$ cat src/rtl/fir_pcpi_sequencer_pkg.sv
// -----------------------------------------------------------------------------
// fir_acc_pkg
// Shared definitions for the FIR accelerator PCPI sequencer:
//   - custom-0 opcode / funct7 / funct3 encodings
//   - sequencer state enum
//   - counter width helper and instruction match helper
// No ports (package).
// -----------------------------------------------------------------------------
package fir_acc_pkg;

   localparam logic [6:0] FIR_OPCODE = 7'b0001011;
   localparam logic [6:0] FIR_FUNCT7 = 7'b0000001;

   localparam logic [2:0] F3_CFG    = 3'd0;
   localparam logic [2:0] F3_PUSH   = 3'd1;
   localparam logic [2:0] F3_RUN    = 3'd2;
   localparam logic [2:0] F3_STATUS = 3'd3;

   typedef enum logic [2:0] {
      IDLE  = 3'd0,
      EXEC  = 3'd1,
      STAGE = 3'd2,
      ACK   = 3'd3,
      COOL  = 3'd4
   } seq_state_e;

   // Width of a counter that must hold values 0..n-1 (at least one bit).
   function automatic int cnt_width(input int n);
      return (n <= 2) ? 1 : $clog2(n);
   endfunction

   // True only for the four supported FIR instructions; any other funct3
   // is left unclaimed so the CPU raises an illegal-instruction trap.
   function automatic logic is_fir_insn(input logic [31:0] insn);
      return (insn[6:0] == FIR_OPCODE) &&
             (insn[31:25] == FIR_FUNCT7) &&
             (insn[14] == 1'b0);
   endfunction

endpackage

$ cat src/rtl/fir_pcpi_sequencer_if.sv
// -----------------------------------------------------------------------------
// fir_pcpi_sequencer_if
// PicoRV32 PCPI bus bundle.
//   pcpi_valid / pcpi_insn / pcpi_rs1 / pcpi_rs2 : CPU -> coprocessor
//   pcpi_wr / pcpi_rd / pcpi_wait / pcpi_ready   : coprocessor -> CPU
// Modports: master (CPU side), slave (coprocessor side).
// -----------------------------------------------------------------------------
interface fir_pcpi_sequencer_if;

   logic        pcpi_valid;
   logic [31:0] pcpi_insn;
   logic [31:0] pcpi_rs1;
   logic [31:0] pcpi_rs2;
   logic        pcpi_wr;
   logic [31:0] pcpi_rd;
   logic        pcpi_wait;
   logic        pcpi_ready;

   modport master (
      output pcpi_valid, pcpi_insn, pcpi_rs1, pcpi_rs2,
      input  pcpi_wr, pcpi_rd, pcpi_wait, pcpi_ready
   );

   modport slave (
      input  pcpi_valid, pcpi_insn, pcpi_rs1, pcpi_rs2,
      output pcpi_wr, pcpi_rd, pcpi_wait, pcpi_ready
   );

endinterface

$ cat src/rtl/fir_pcpi_sequencer_timer.sv
// -----------------------------------------------------------------------------
// fir_stage_timer
// Walks the adder-tree stages in order, holding each stage enable for
// NUM_ADD_CLK cycles.
//   clk, reset    : clock, synchronous active-high reset
//   start_i       : begin a new pass at stage 0 (takes effect next cycle)
//   abort_i       : cancel the pass; also masks stage_en_o this cycle
//   stage_en_o    : one-hot stage enable, zero when idle
//   done_o        : high in the final cycle of the final stage
// -----------------------------------------------------------------------------
module fir_stage_timer
   import fir_acc_pkg::*;
#(
   parameter int NUM_ADDER_STAGES = 5,
   parameter int NUM_ADD_CLK      = 4
) (
   input  logic                        clk,
   input  logic                        reset,
   input  logic                        start_i,
   input  logic                        abort_i,
   output logic [NUM_ADDER_STAGES-1:0] stage_en_o,
   output logic                        done_o
);

   localparam int STG_W = cnt_width(NUM_ADDER_STAGES);
   localparam int CYC_W = cnt_width(NUM_ADD_CLK);
   localparam logic [STG_W-1:0] LAST_STG = STG_W'(NUM_ADDER_STAGES - 1);
   localparam logic [CYC_W-1:0] LAST_CYC = CYC_W'(NUM_ADD_CLK - 1);

   logic             active_q, active_d;
   logic [STG_W-1:0] stage_q, stage_d;
   logic [CYC_W-1:0] cyc_q, cyc_d;
   logic             last_cyc, last_stg;

   assign last_cyc = (cyc_q == LAST_CYC);
   assign last_stg = (stage_q == LAST_STG);
   assign done_o   = active_q && !abort_i && last_cyc && last_stg;

   always_comb begin
      active_d = active_q;
      stage_d  = stage_q;
      cyc_d    = cyc_q;
      if (start_i) begin
         active_d = 1'b1;
         stage_d  = '0;
         cyc_d    = '0;
      end else if (abort_i) begin
         active_d = 1'b0;
         stage_d  = '0;
         cyc_d    = '0;
      end else if (active_q) begin
         if (last_cyc) begin
            cyc_d = '0;
            if (last_stg) begin
               active_d = 1'b0;
               stage_d  = '0;
            end else begin
               stage_d = stage_q + 1'b1;
            end
         end else begin
            cyc_d = cyc_q + 1'b1;
         end
      end
   end

   always_ff @(posedge clk) begin
      if (reset) begin
         active_q <= 1'b0;
         stage_q  <= '0;
         cyc_q    <= '0;
      end else begin
         active_q <= active_d;
         stage_q  <= stage_d;
         cyc_q    <= cyc_d;
      end
   end

   // One-hot decode of the stage index; an abort blanks the enable at once.
   genvar gi;
   generate
      for (gi = 0; gi < NUM_ADDER_STAGES; gi++) begin : g_stage_en
         assign stage_en_o[gi] = active_q && !abort_i && (stage_q == STG_W'(gi));
      end
   endgenerate

endmodule

$ cat src/rtl/fir_pcpi_sequencer.sv
// -----------------------------------------------------------------------------
// fir_pcpi_sequencer
// PCPI-side controller for the FIR accelerator. Decodes custom-0 FIR
// instructions, strobes coefficient writes / sample shifts into the datapath,
// sequences the adder tree stage by stage and returns results to the CPU.
//   clk, reset       : clock, synchronous active-high reset
//   pcpi             : PCPI bus (slave side)
//   coef_we/addr/wdata : coefficient write port, one-cycle strobe
//   sample_shift/data  : sample shift port, one-cycle strobe
//   stage_en         : one-hot adder-tree stage enable
//   result_in        : final adder-tree sum
//   busy             : high whenever the sequencer is not idle
// -----------------------------------------------------------------------------
module fir_pcpi_sequencer
   import fir_acc_pkg::*;
#(
   parameter int K                 = 128,
   parameter int N                 = 7,
   parameter int WIDTH_COEFFICIENT = 32,
   parameter int NUM_ADDER_STAGES  = 5,
   parameter int NUM_ADD_CLK       = 4,
   parameter int COEF_ADDR_W       = 16
) (
   input  logic                          clk,
   input  logic                          reset,
   fir_pcpi_sequencer_if.slave           pcpi,
   output logic                          coef_we,
   output logic [COEF_ADDR_W-1:0]        coef_addr,
   output logic [WIDTH_COEFFICIENT-1:0]  coef_wdata,
   output logic                          sample_shift,
   output logic [N-1:0]                  sample_data,
   output logic [NUM_ADDER_STAGES-1:0]   stage_en,
   input  logic [31:0]                   result_in,
   output logic                          busy
);

   seq_state_e                   state_q, state_d;
   logic [2:0]                   funct3_q;
   logic [COEF_ADDR_W-1:0]       addr_q;
   logic [WIDTH_COEFFICIENT-1:0] wdata_q;
   logic [N-1:0]                 sample_q;
   logic [15:0]                  push_count_q, push_count_d;

   logic insn_match;
   logic accept;
   logic timer_start;
   logic timer_abort;
   logic timer_done;

   assign insn_match = is_fir_insn(pcpi.pcpi_insn);
   assign accept     = (state_q == IDLE) && pcpi.pcpi_valid && insn_match;
   assign busy       = (state_q != IDLE);

   // Only the low operand bits and K are informational here; folding them
   // into one unused net keeps the full bus visible without extra logic.
   logic unused_ok;
   assign unused_ok = &{1'b0, pcpi.pcpi_insn, pcpi.pcpi_rs1, pcpi.pcpi_rs2, (K > 0)};

   fir_stage_timer #(
      .NUM_ADDER_STAGES (NUM_ADDER_STAGES),
      .NUM_ADD_CLK      (NUM_ADD_CLK)
   ) u_timer (
      .clk        (clk),
      .reset      (reset),
      .start_i    (timer_start),
      .abort_i    (timer_abort),
      .stage_en_o (stage_en),
      .done_o     (timer_done)
   );

   always_comb begin
      state_d         = state_q;
      push_count_d    = push_count_q;
      timer_start     = 1'b0;
      timer_abort     = 1'b0;
      pcpi.pcpi_wait  = 1'b0;
      pcpi.pcpi_ready = 1'b0;
      pcpi.pcpi_wr    = 1'b0;
      pcpi.pcpi_rd    = '0;
      coef_we         = 1'b0;
      coef_addr       = '0;
      coef_wdata      = '0;
      sample_shift    = 1'b0;
      sample_data     = '0;

      unique case (state_q)
         IDLE: begin
            if (accept) begin
               if (pcpi.pcpi_insn[14:12] == F3_RUN) begin
                  state_d     = STAGE;
                  timer_start = 1'b1;
               end else begin
                  state_d = EXEC;
               end
            end
         end

         EXEC: begin
            // The CPU withdrawing the instruction cancels it before any
            // side effect reaches the datapath.
            if (!pcpi.pcpi_valid) begin
               state_d = IDLE;
            end else begin
               state_d        = ACK;
               pcpi.pcpi_wait = 1'b1;
               if (funct3_q == F3_CFG) begin
                  coef_we    = 1'b1;
                  coef_addr  = addr_q;
                  coef_wdata = wdata_q;
               end
               if (funct3_q == F3_PUSH) begin
                  sample_shift = 1'b1;
                  sample_data  = sample_q;
                  if (push_count_q != 16'hFFFF) begin
                     push_count_d = push_count_q + 16'd1;
                  end
               end
            end
         end

         STAGE: begin
            if (!pcpi.pcpi_valid) begin
               state_d     = IDLE;
               timer_abort = 1'b1;
            end else begin
               pcpi.pcpi_wait = 1'b1;
               if (timer_done) begin
                  state_d = ACK;
               end
            end
         end

         ACK: begin
            state_d         = COOL;
            pcpi.pcpi_wait  = 1'b1;
            pcpi.pcpi_ready = 1'b1;
            if (funct3_q == F3_RUN) begin
               // The tree has settled by now: this is the cycle after the
               // last stage enable, so the sum is taken straight through.
               pcpi.pcpi_wr = 1'b1;
               pcpi.pcpi_rd = result_in;
               push_count_d = '0;
            end else if (funct3_q == F3_STATUS) begin
               pcpi.pcpi_wr = 1'b1;
               pcpi.pcpi_rd = {16'b0, push_count_q};
            end
         end

         COOL: begin
            // pcpi_valid may still show the retiring instruction; skip it.
            state_d = IDLE;
         end

         default: begin
            state_d = IDLE;
         end
      endcase
   end

   always_ff @(posedge clk) begin
      if (reset) begin
         state_q      <= IDLE;
         funct3_q     <= '0;
         addr_q       <= '0;
         wdata_q      <= '0;
         sample_q     <= '0;
         push_count_q <= '0;
      end else begin
         state_q      <= state_d;
         push_count_q <= push_count_d;
         if (accept) begin
            funct3_q <= pcpi.pcpi_insn[14:12];
            addr_q   <= pcpi.pcpi_rs1[COEF_ADDR_W-1:0];
            wdata_q  <= pcpi.pcpi_rs2[WIDTH_COEFFICIENT-1:0];
            sample_q <= pcpi.pcpi_rs1[N-1:0];
         end
      end
   end

endmodule

$ cat src/flat_wrapper.sv
// flat-port wrapper written by rule: the top's interface ports become plain ports
module fir_pcpi_sequencer_flat import fir_acc_pkg::*;
#(
   parameter int K                 = 128,
   parameter int N                 = 7,
   parameter int WIDTH_COEFFICIENT = 32,
   parameter int NUM_ADDER_STAGES  = 5,
   parameter int NUM_ADD_CLK       = 4,
   parameter int COEF_ADDR_W       = 16
)
  (clk, reset, coef_we, coef_addr, coef_wdata, sample_shift, sample_data, stage_en, result_in, busy, pcpi_pcpi_valid, pcpi_pcpi_insn, pcpi_pcpi_rs1, pcpi_pcpi_rs2, pcpi_pcpi_wr, pcpi_pcpi_rd, pcpi_pcpi_wait, pcpi_pcpi_ready);
  fir_pcpi_sequencer_if pcpi_i ();
  input  logic clk;
  input  logic reset;
  output logic coef_we;
  output logic [COEF_ADDR_W-1:0] coef_addr;
  output logic [WIDTH_COEFFICIENT-1:0] coef_wdata;
  output logic sample_shift;
  output logic [N-1:0] sample_data;
  output logic [NUM_ADDER_STAGES-1:0] stage_en;
  input  logic [31:0] result_in;
  output logic busy;
  input wire logic [$bits(pcpi_i.pcpi_valid)-1:0] pcpi_pcpi_valid;
  input wire logic [$bits(pcpi_i.pcpi_insn)-1:0] pcpi_pcpi_insn;
  input wire logic [$bits(pcpi_i.pcpi_rs1)-1:0] pcpi_pcpi_rs1;
  input wire logic [$bits(pcpi_i.pcpi_rs2)-1:0] pcpi_pcpi_rs2;
  output wire logic [$bits(pcpi_i.pcpi_wr)-1:0] pcpi_pcpi_wr;
  output wire logic [$bits(pcpi_i.pcpi_rd)-1:0] pcpi_pcpi_rd;
  output wire logic [$bits(pcpi_i.pcpi_wait)-1:0] pcpi_pcpi_wait;
  output wire logic [$bits(pcpi_i.pcpi_ready)-1:0] pcpi_pcpi_ready;
  assign pcpi_i.pcpi_valid = pcpi_pcpi_valid;
  assign pcpi_i.pcpi_insn = pcpi_pcpi_insn;
  assign pcpi_i.pcpi_rs1 = pcpi_pcpi_rs1;
  assign pcpi_i.pcpi_rs2 = pcpi_pcpi_rs2;
  assign pcpi_pcpi_wr = pcpi_i.pcpi_wr;
  assign pcpi_pcpi_rd = pcpi_i.pcpi_rd;
  assign pcpi_pcpi_wait = pcpi_i.pcpi_wait;
  assign pcpi_pcpi_ready = pcpi_i.pcpi_ready;
  fir_pcpi_sequencer #(.K(K), .N(N), .WIDTH_COEFFICIENT(WIDTH_COEFFICIENT), .NUM_ADDER_STAGES(NUM_ADDER_STAGES), .NUM_ADD_CLK(NUM_ADD_CLK), .COEF_ADDR_W(COEF_ADDR_W)) u_core (.clk(clk), .reset(reset), .pcpi(pcpi_i), .coef_we(coef_we), .coef_addr(coef_addr), .coef_wdata(coef_wdata), .sample_shift(sample_shift), .sample_data(sample_data), .stage_en(stage_en), .result_in(result_in), .busy(busy));
endmodule
$ cat config.mk
export PLATFORM = sky130hd
export DESIGN_NAME = fir_pcpi_sequencer_flat
export DESIGN_NICKNAME = d
export VERILOG_FILES = /design/src/rtl/fir_pcpi_sequencer_pkg.sv /design/src/rtl/fir_pcpi_sequencer_if.sv /design/src/rtl/fir_pcpi_sequencer_timer.sv /design/src/rtl/fir_pcpi_sequencer.sv /design/src/flat_wrapper.sv
export SDC_FILE = /design/constraint.sdc
export NUM_CORES = 1
export LEC_CHECK = 0
export BUFFER_PORTS_ARGS = -buffer_cell sky130_fd_sc_hd__buf_4
export CAP_MARGIN = 20
export CORE_AREA = 10 10 105 107
export CTS_BUF_LIST = sky130_fd_sc_hd__clkbuf_8
export DETAILED_ROUTE_END_ITERATION = 12
export DIE_AREA = 0 0 115 117
export PLACE_DENSITY_LB_ADDON = 0.08
export SLEW_MARGIN = 20
export SYNTH_ARGS = -nofsm -noshare
export SYNTH_HDL_FRONTEND = slang
export SYNTH_SLANG_ARGS = --single-unit
$ cat constraint.sdc
create_clock -name clk -period 1.8 [get_ports clk]
set_input_delay 0 -clock clk [delete_from_list [all_inputs] [get_ports clk]]
set_output_delay 0 -clock clk [all_outputs]
set_load 0.02 [all_outputs]
# Word-level counts from Yosys, hierarchy flattened
# Index checks and enable logic that the tools add are counted.
# word_totals
output_inout_bits,98
n_memories,0
ram_bits,0
wordCells,104
ff_bits,83
latch_bits,0
romBits,0
# classes
n_eq_ne,21
shift,0
mul,0
order_cmp,0
bitwise,1
n_mux,47
reduce_logical,23
addsub,3
n_div,0
# ops
op,n
$mux 32,5
$mux 16,8
$pmux 16 s2,1
$eq 3x2->1 const B,7
$mux 1,21
$mux 7,3
$add 16x1->16 const B,1
$ne 16x16->1 const B,1
$logic_and 1x1->1,12
$mux 3,4
$pmux 3 s4,1
$eq 3x1->1 const B,3
$logic_not 3->1,3
$ne 2x1->1 const B,4
$eq 7x1->1 const B,1
$eq 7x4->1 const B,1
$mux 2,3
$reduce_and 5->1,1
$reduce_and 2->1,2
$add 3x1->3 const B,1
$eq 3x3->1 const B,1
$ne 3x2->1 const B,1
$reduce_bool 3->1,1
$reduce_or 3->1,1
other kinds (8),8

# Longest topological paths before layout
# Gate-level depths: netlist (run 1).
# depth
depth_word,9
mapped_depth,8
ltp_nobuf,6

# Cells and area by module
# From an unflattened synthesis (run 1), not the netlist that was laid out.
# hier_totals
cells_unflattened,532
area_unflattened_um2,4191.5
# modules_own_cells
mod,area_per_inst_um2,instances,seq_area_each_um2,cells_per_inst
fir_pcpi_sequencer,3819.9,1,1401.3,489
fir_stage_timer,371.6,1,120.1,43

# Worst setup path after synthesis (run 1)
# OpenSTA, ideal clock, no wires.
# synth_path
kind,register to register
start,register u_core.state_q[1]
end,register u_core.wdata_q[10]
arrival_time_ps,1580
synth_period_minus_slack_ps,1721
required_time_ps,1659
stages_incl_launch_ff,9
setup_slack_ps,79
cell_sequence,dfxtp_1 > buf_2 > nor3_2 > inv_1 > nor3_1 > nand2_1 > clkbuf_1 > nand2_1 > a21oi_2
# synth_via
elab_chain_cells,3
# synth_rtl
element,line,rtl
from (decl),fir_pcpi_sequencer.sv:37,"seq_state_e state_q, state_d;"
from (signal assigned),fir_pcpi_sequencer.sv:169,state_q <= state_d;
$logic_not 3->1,fir_pcpi_sequencer.sv:51,assign accept = (state_q == IDLE) && pcpi.pcpi_valid && insn_match;
$logic_and 1x1->1 (2 in series),fir_pcpi_sequencer.sv:51,
to (signal assigned),fir_pcpi_sequencer.sv:174,wdata_q <= pcpi.pcpi_rs2[WIDTH_COEFFICIENT-1:0];
to (decl),fir_pcpi_sequencer.sv:40,logic [WIDTH_COEFFICIENT-1:0] wdata_q;
# Every way passes these cells.
# A chain may end at the register's enable or synchronous reset.

# Worst setup path after layout (run 1)
# layout_path
start,register u_core.funct3_q[1]
end,output port coef_wdata[21]
# layout_via
elab_chain_cells,4
# layout_rtl
element,line,rtl
from (decl),fir_pcpi_sequencer.sv:38,logic [2:0] funct3_q;
from (signal assigned),fir_pcpi_sequencer.sv:172,funct3_q <= pcpi.pcpi_insn[14:12];
$logic_not 3->1,fir_pcpi_sequencer.sv:106,if (funct3_q == F3_CFG) begin
$mux 32,fir_pcpi_sequencer.sv:106,
$mux 32,fir_pcpi_sequencer.sv:101,if (!pcpi.pcpi_valid) begin
$mux 32,fir_pcpi_sequencer.sv:86,unique case (state_q)
to (decl),flat_wrapper.sv:17,output logic [WIDTH_COEFFICIENT-1:0] coef_wdata;
# Every way passes these cells.

==> flow_summary.toml, run 1 <==
[cells_and_area]
fin_area_um2 = 6600
nFillCells = 685
fin_util_pct = 73.2
synthToLayoutAreaGrowth_pct = 63.5
drive_gt1_share_pct = 35.5
finalNonFillerCells = 908
fin_nets = 930
n_antenna_cell = 0

[min_path]
min_path_cells = 4
min_delay_worst_endpoint = "u_core.state_q[1]"
hold_path.startpoint = "pcpi_pcpi_valid"
hp-class = "in -> reg"

[synth]
synth_warnings = 0
ys_types = 46
seq_area_frac_synth_pct = 37.7
yosysTopAreaCellShare_pct = 37.7
ys_ff_latch = 76
syn_avg_cell_area_um2 = 7.65
synth_area_leaders = "dfxtp_1 38%, and2_1 12%, nand2_1 11%"
synth_area_um2 = 4040
syn_nets = 666
yosys.area.top_type = "dfxtp_1"
synth_cells = 528

[worst_setup_path]
crit_path_end_kind = "output port"
path_class = "reg -> out"
crit_chain = "nor3b_2, nand2_1, nor2_4, buf_12, and2_1, buf_4"
rrSetupSlack_ns = 0.10
worstPathRequired_ns = 1.80
reg2reg_to = "u_core.push_count_q[10]"
r2r_start = "u_core.push_count_q[1]"
crit_fanout = 30
rr_worst_depth = 7
cp.arrival_ns = 1.74
start_kind = "flop"
cpPeakStageDelay_ns = 0.36
critical-path-slowest-cell = "dfxtp_2"

[clock_network]
clock_sinks = 76
clockBufferDepth = 2
cts_tree = "built"
clkLatencyLatePin_ns = 0.35
cts_root_buf = "clkbuf_8"
cts_buffers = 9
clk_pin_slew_ns = 0.08
htreeDepth = 3

[status]
outcome = "finished, final reports clean"

[placed_design]
place.port_buffers = 197
dpl-instance-area_um2 = 5760
dpl.hpwl_um = 9920
dp.cells = 837
gp_congestion = 0.876

[detailed_routing]
routed_wirelength_um = 13900
viasPerCell = 4.98
drtAntennaViolNets = 0
drc = 0
wl_per_cell_um = 15.3
drt_iter0_markers = 305
dr.pass1.iters = 4
vias = 4518

[floorplan]
die_h_um = 117
start_util_pct = 44.8
dieArea_um2 = 13500
die_w_um = 115
core_um2 = 9020
io_pins = 229
rows = 35

[timing]
final_hold_viol_count = 0
finalCriticalPeriod_ns = 1.74
clock_skew_ns = 0.00963
whs_ns = 0.0605
tightest_slew_ns = 0.542
finalCritPeriodShare_pct = 96.6
slew_violations = 0
setup_violations = 0
relSlewSlack_pct = 63.9
max_freq_ghz = 0.575
rsz0062_at_grt = "yes"

[power]
vdd_drop_max_mv = 0.587
power.total_w = 0.00342
power_density_nw_per_um2 = 518
p_leak_nw = 2.87

[global_routing]
grt_pass1_vias = 4522
grt_start_max_net_pins = 50
track_usage_pct = 19.7
grt-ovfl-total = 0
antenna_found_initial = 0
grt_pass1_wl_um = 22000

[job]
drv_cap = 0
## metal layers
layer,track usage [%],share of wire (%)
met1,21.1,39
met2,35.6,51
met3,7.29,8.7
met4,4.87,1.1
met5,0,0
## flip-flops by register name (all words and copies together) (netlist names), 2 cells and up
register                count
u_core.push_count_q        16
u_core.wdata_q             32
u_core.funct3_q             3
u_core.u_timer.cyc_q        2
u_core.u_timer.stage_q      3
u_core.sample_q             6
u_core.state_q              3
u_core.addr_q              10
## worst max path at each step
stage,start,endpoint,slack [ns],cells after the start
3_3_place_gp,u_core.state_q[0],u_core.push_count_q[10],0.11,6
4_1_cts,u_core.state_q[0],coef_addr[6],0.02,6
5_1_grt,u_core.funct3_q[1],coef_addr[6],-0.03,6
3_5_place_dp,u_core.push_count_q[1],u_core.push_count_q[10],0.08,7
2_1_floorplan,u_core.state_q[1],u_core.wdata_q[10],0.08,8
6_report,u_core.funct3_q[1],coef_wdata[21],0.06,6
## synth_stat cells (all sizes together)
library cell	count
nand2	115
and2	76
dfxtp	76
a21oi	69
nor2	41
clkbuf	19
mux2i	18
buf	14
nand3	13
inv	11
nor3	9
o21ai	9
a31oi	8
ha	7
nor3b	7
and3	6
a311oi	3
a31o	3
or4	3
and4	2
nand4	2
o21a	2
or3b	2
or4b	2
a211oi	1
a21o	1
a41oi	1
and3b	1
nand3b	1
nor2b	1
nor4	1
nor4bb	1
o211ai	1
o32a	1
or3	1
## through the flow
step / setup slack, ns / TNS, ns
4_1_cts: 0.0159 / 0
2_1_floorplan: 0.0792 / 0
6_report: 0.0617 / 0
5_1_grt: -0.0257 / -0.187
3_5_place_dp: 0.0756 / 0
3_3_place_gp: 0.114 / 0
## where the power goes
group          internal [W]  switching, W  total (W)
Combinational      0.000227      0.000101   0.000327
Clock              0.000775      0.000629    0.00140
Sequential          0.00168    0.00000581    0.00169
Total               0.00269      0.000735    0.00342
## worst max-delay path, delay by kind of cell (launching register included)
kind                   cells  cell delay [ns]
DFF                        1             0.36
and+or+nand+nor            4             0.71
buffers and inverters      2             0.32
## kinds of logic (layout without fill, tap and decap cells)
logic type	Yosys count	count (layout)	share of synthesized area (%)
buffers and inverters	44	312	5.48
AND/OR/NAND/NOR	284	285	35.6
multiplexers	18	18	4.46
adder cells (fa/ha/maj)	7	7	2.17
AO/OA/AOI/OAI	99	99	14.6
flip-flops	76	76	37.7
## cell usage in the layout, fill, tap and decap left out, drive strengths merged, types with 12 or more instances in the layout
cell	n
mux2i	18
a21oi	69
and2	76
nor2	42
nand3	13
inv	12
nand2	115
dlygate4sd3	51
dfxtp	76
buf	234
## area by class of cell
type | count | area (µm²) | share of cell area, %
inverters | 11 | 43.8 | 0.663
clock buffers | 9 | 124 | 1.88
multi-input cells | 409 | 2360 | 35.7
well taps | 111 | 139 | 2.10
repair buffers | 285 | 2320 | 35.1
flip-flops and latches | 76 | 1530 | 23.1
clock inverters | 7 | 92.6 | 1.40
## repair_timing
item / 4_1_cts / 5_1_grt
pin swaps: 1 / 6
hold endpoints to repair: 51 / 0
cloned: 1 / 0
setup endpoints to repair: 61 / 91
buffers inserted: 1 / 2
hold buffers: 51 / 0
gates resized for setup: 7 / 16
Power figures use the tool's default switching activity.
==> run 2, diff against run 1 <==
--- a/config.mk
+++ b/config.mk
@@ -7,10 +7,10 @@
 export LEC_CHECK = 0
 export BUFFER_PORTS_ARGS = -buffer_cell sky130_fd_sc_hd__buf_4
 export CAP_MARGIN = 20
-export CORE_AREA = 10 10 105 107
+export CORE_AREA = 10 10 110 112
 export CTS_BUF_LIST = sky130_fd_sc_hd__clkbuf_8
 export DETAILED_ROUTE_END_ITERATION = 12
-export DIE_AREA = 0 0 115 117
+export DIE_AREA = 0 0 120 122
 export PLACE_DENSITY_LB_ADDON = 0.08
 export SLEW_MARGIN = 20
 export SYNTH_ARGS = -nofsm -noshare
==> run 2 against run 1 <==
Against the previous run:
- global-route usage is 2.0 points lower
- first-iteration DRC count up 3.0%
- final cell count is 3.3% higher
- flip-flop and latch count did not move
- critical path depth is 1 higher
- clock skew grew 0.0052 ns
- routed wire length is 7.5% higher
- critical endpoint is now coef_wdata[14]
- largest power group unchanged
==> flow_summary.toml, run 2 (synthesis results as in run 1) <==
[timing]
relSlewSlack_pct = 78.5
whs_ns = 0.0379
slew_violations = 0
setup_violations = 0
finalCriticalPeriod_ns = 1.79
finalCritPeriodShare_pct = 99.4
rsz0062_at_grt = "yes"
max_freq_ghz = 0.559
final_hold_viol_count = 0
fin_tns_setup_ns = 0
clock_skew_ns = 0.0148
tightest_slew_ns = 0.322

[detailed_routing]
routed_wirelength_um = 15000
drc = 0
viasPerCell = 4.87
drtAntennaViolNets = 0
dr.pass1.iters = 4
vias = 4566
wl_per_cell_um = 16.0
drt_iter0_markers = 314

[clock_network]
htreeDepth = 3
clk_pin_slew_ns = 0.08
clock_sinks = 76
clockBufferDepth = 2
clkLatencyLatePin_ns = 0.33
cts_tree = "built"
cts_buffers = 9
cts_root_buf = "clkbuf_8"

[global_routing]
grt_pass1_vias = 4376
grt-ovfl-total = 0
track_usage_pct = 17.7
antenna_found_initial = 0
grt_pass1_wl_um = 21900
grt_start_max_net_pins = 50

[cells_and_area]
top_regs = "u_core.wdata_q x32, u_core.push_count_q x16, u_core.addr_q x10"
fin_nets = 935
regArea_um2 = 1540
synthToLayoutAreaGrowth_pct = 71.8
largest_reg_flops = 32
multi_input_area_um2 = 2430
drive_gt1_share_pct = 39.3
final_common_cell = "buf_4"
n_antenna_cell = 0
nFillCells = 827
top_register = "u_core.wdata_q"
fin_area_um2 = 6940
layout_common_cells = "198 x buf_4, 112 x nand2_1, 70 x dfxtp_1"
finalNonFillerCells = 938

[power]
p_leak_nw = 2.98
power_density_nw_per_um2 = 500
power.total_w = 0.00347
vdd_drop_max_mv = 0.420

[worst_setup_path]
path_class = "reg -> out"
crit_path_end_kind = "output port"
worstPathRequired_ns = 1.80
cp.arrival_ns = 1.79
start_kind = "flop"
crit_fanout = 12

[placed_design]
dp.cells = 861
dpl.hpwl_um = 10000
dpl-instance-area_um2 = 5810
gp_congestion = 0.847
place.port_buffers = 197

[status]
outcome = "finished, final reports clean"

[floorplan]
core_um2 = 10000
die_h_um = 122
die_w_um = 120
rows = 37
dieArea_um2 = 14600
io_pins = 229
start_util_pct = 40.2

[min_path]
hp-class = "in -> reg"

[job]
drv_cap = 0
## run 2: cell types whose count changed in the layout (fill, tap and decap cells not counted), moves of 2 or more
cell	delta
buf_4	-30
and2_1	-24
clkbuf_16	+2
dfxtp_1	-2
and2_4	+24
clkbuf_8	+2
buf_12	+2
dfxtp_4	+3
buf_6	+32
## run 2: where the power goes
| group | internal (W) | switching, W |
|---|---|---|
| registers | 0.00168 | 0.00000529 |
| logic | 0.000228 | 0.0000992 |
| clock network | 0.000850 | 0.000609 |
## run 2: metrics by stage
| stage | worst slack (ns) | utilization [%] |
|---|---|---|
| global route | -0.0835 | 69.1 |
| global placement | 0.101 | 57.8 |
| floorplan | 0.0792 | - |
| finish | 0.0103 | 69.1 |
| CTS | 0.0195 | 65.2 |
| detailed placement | 0.0564 | 57.8 |
## run 2: final cells by class
cell class / count / share of cell area (%)
clock inverter: 5 / 1.10
timing repair buffer: 290 / 36.5
tap: 136 / 2.45
multi-input combinational: 409 / 35.0
inverter: 11 / 0.649
clock buffer: 11 / 2.18
sequential: 76 / 22.1
## run 2: repair_timing
| item | 4_1_cts | 5_1_grt |
|---|---|---|
| endpoints found under the hold margin | 51 | 0 |
| setup endpoints to repair | 16 | 93 |
| pin swaps | 0 | 23 |
| hold buffers | 51 | 0 |
| gates cloned | 0 | 5 |
| buffers inserted | 0 | 5 |
| gates resized for setup | 1 | 78 |
## run 2: critical path, cell delays in order, from the launching register on
cell and delay (ns):
dfxtp_2 0.37, nor3b_2 0.25, nand2_2 0.09, nor2_4 0.14
buf_12 0.14, buf_6 0.17, and2_1 0.15, buf_4 0.14
## run 2: per-layer routing
metal | global-route usage, % | share of wire, % | vias to the layer above
met5 | 0 | 0 | -
met1 | 20.4 | 41 | 2105
met2 | 31.7 | 52 | 145
li1 | - | - | 2309
met4 | 3.24 | 0.52 | 0
met3 | 5.74 | 6.4 | 7
## run 2: final timing paths
kind,depth (start not counted),slack (ns),from,end
setup / recovery,7,0.01,u_core.state_q[1],coef_wdata[14]
hold / removal,2,0.04,reset,u_core.wdata_q[3]
hold reg to reg,2,0.45,u_core.addr_q[15],u_core.addr_q[15]
setup reg to reg,5,0.06,u_core.push_count_q[14],u_core.push_count_q[12]
==> run 3, diff against run 2 <==
--- a/config.mk
+++ b/config.mk
@@ -8,7 +8,6 @@
 export BUFFER_PORTS_ARGS = -buffer_cell sky130_fd_sc_hd__buf_4
 export CAP_MARGIN = 20
 export CORE_AREA = 10 10 110 112
-export CTS_BUF_LIST = sky130_fd_sc_hd__clkbuf_8
 export DETAILED_ROUTE_END_ITERATION = 12
 export DIE_AREA = 0 0 120 122
 export PLACE_DENSITY_LB_ADDON = 0.08
==> run 3 against run 2 <==
Against the previous run:
- via count down 0.24%
- routed wire length about the same
- register-to-register slack hardly changed
- design area unchanged
- hold slack better by 0.0014 ns
- largest cell class unchanged
- largest power group unchanged
- highest routed layer unchanged
==> flow_summary.toml, run 3 (synthesis results as in run 1) <==
[cells_and_area]
layout_common_cells = "198 x buf_4, 112 x nand2_1, 70 x dfxtp_1"
fin_area_um2 = 6940
synthToLayoutAreaGrowth_pct = 71.8
final_common_cell = "buf_4"
top_register = "u_core.wdata_q"
largest_reg_flops = 32
drive_gt1_share_pct = 39.3
fin_nets = 935
top_regs = "u_core.wdata_q x32, u_core.push_count_q x16, u_core.addr_q x10"
n_antenna_cell = 0

[placed_design]
gp_congestion = 0.847
dpl-instance-area_um2 = 5810
dpl.hpwl_um = 10000
place.port_buffers = 197
dp_slack_ns = 0.0564

[detailed_routing]
wl_per_cell_um = 16.0
drt_iter0_markers = 279
dr.pass1.iters = 4
drtAntennaViolNets = 0
viasPerCell = 4.86
vias = 4555
routed_wirelength_um = 15000
drc = 0

[status]
outcome = "finished, final reports clean"

[floorplan]
start_util_pct = 40.2
die_w_um = 120
die_h_um = 122
io_pins = 229
core_um2 = 10000
rows = 37
dieArea_um2 = 14600

[clock_network]
htreeDepth = 3
cts_root_buf = "clkbuf_8"
clk_pin_slew_ns = 0.08
clock_sinks = 76
cts_buffers = 9
clkLatencyLatePin_ns = 0.33
cts_tree = "built"
clockBufferDepth = 2

[global_routing]
grt_pass1_vias = 4376
grt_start_max_net_pins = 50
grt-ovfl-total = 0
antenna_found_initial = 0
track_usage_pct = 17.7
grt_pass1_wl_um = 21900

[power]
p_int_w = 0.00277
power_frac_clock_pct = 42.2
p_leak_nw = 2.97
p_seq_share_pct = 48.4
pwr-share-comb_pct = 9.4
sw_frac_of_total_pct = 20.5
vdd_drop_max_mv = 0.420
power_switching_w = 0.000714
power_density_nw_per_um2 = 502

[worst_setup_path]
path_class = "reg -> out"
critPathBufInv = 3
cp.arrival_ns = 1.79
rrSetupSlack_ns = 0.06
critical-path-slowest-cell = "dfxtp_2"
worstPathRequired_ns = 1.80
reg2reg_to = "u_core.push_count_q[12]"
r2r_start = "u_core.push_count_q[14]"
cp_top_family = "simple AND/OR/NAND/NOR gates"
cpPeakStageDelay_ns = 0.37
crit_fanout = 12
rr_worst_depth = 5
crit_path_end_kind = "output port"
start_kind = "flop"
crit_chain = "nor3b_2, nand2_2, nor2_4, buf_12, buf_6, and2_1, buf_4"

[min_path]
hp-class = "in -> reg"
min_path_cells = 2
min_delay_worst_endpoint = "u_core.wdata_q[3]"
hold_path.startpoint = "reset"

[timing]
slew_violations = 0
setup_violations = 0
rsz0062_at_grt = "yes"
max_freq_ghz = 0.559
tightest_slew_ns = 0.322
worst_slack_ns = 0.0105
finalCriticalPeriod_ns = 1.79
relSlewSlack_pct = 78.5
finalCritPeriodShare_pct = 99.4
clock_skew_ns = 0.0148
final_hold_viol_count = 0

[job]
drv_cap = 0
run 3: routing by layer:
layer	global-route usage, %	vias up	wire [µm]
met2	31.7	127	7740
met1	20.4	2113	6260
met4	3.24	0	78
met5	0	-	0
met3	5.74	7	894
li1	-	2308	-
run 3: worst max path at each step:
| stage | cells past startpoint | endpoint | from | slack, ns |
|---|---|---|---|---|
| after floorplan | 8 | u_core.wdata_q[10] | u_core.state_q[1] | 0.08 |
| after global placement | 5 | u_core.push_count_q[12] | u_core.state_q[1] | 0.10 |
| after detailed placement | 7 | u_core.push_count_q[10] | u_core.push_count_q[0] | 0.06 |
| after CTS | 7 | pcpi_pcpi_rd[25] | u_core.state_q[0] | 0.02 |
| after global routing | 7 | coef_wdata[14] | u_core.state_q[2] | -0.08 |
| final | 7 | coef_wdata[14] | u_core.state_q[1] | 0.01 |
run 3: through the flow:
stage	TNS (ns)	util (%)	instances	total power [W]	hold WS (ns)
after global routing	-1.84	69.1	938	0.00362	0.0420
after floorplan	0	-	528	0.00178	0.140
after CTS	0	65.2	928	0.00353	0.0233
after detailed placement	0	57.8	861	0.00196	0.262
after global placement	0	57.8	861	0.00196	0.257
final	0	69.1	938	0.00348	0.0393
run 3: layout make-up:
| class | instances | area [µm²] |
|---|---|---|
| clock inverter | 3 | 68.8 |
| tap | 136 | 170 |
| multi-input combinational | 409 | 2430 |
| sequential | 76 | 1540 |
| inverter | 11 | 45.0 |
| timing repair buffer | 290 | 2530 |
| clock buffer | 13 | 159 |
| fill | 827 | 3110 |
run 3: repair_timing:
| item | 4_1_cts | 5_1_grt |
|---|---|---|
| gates resized for setup | 1 | 78 |
| hold buffers | 51 | 0 |
| gates cloned | 0 | 5 |
| pin swaps | 0 | 23 |
| endpoints found under the setup margin | 16 | 93 |
| buffers inserted | 0 | 5 |
| hold endpoints to repair | 51 | 0 |
run 3: power by group through the flow:
stage | logic, W | clock network, W | registers [W]
2_1_floorplan | 0.0000539 | 0 | 0.00173
5_1_grt | 0.000353 | 0.00158 | 0.00169
3_5_place_dp | 0.000233 | 0 | 0.00173
4_1_cts | 0.000325 | 0.00152 | 0.00169
3_3_place_gp | 0.000228 | 0 | 0.00173
6_report | 0.000328 | 0.00147 | 0.00168
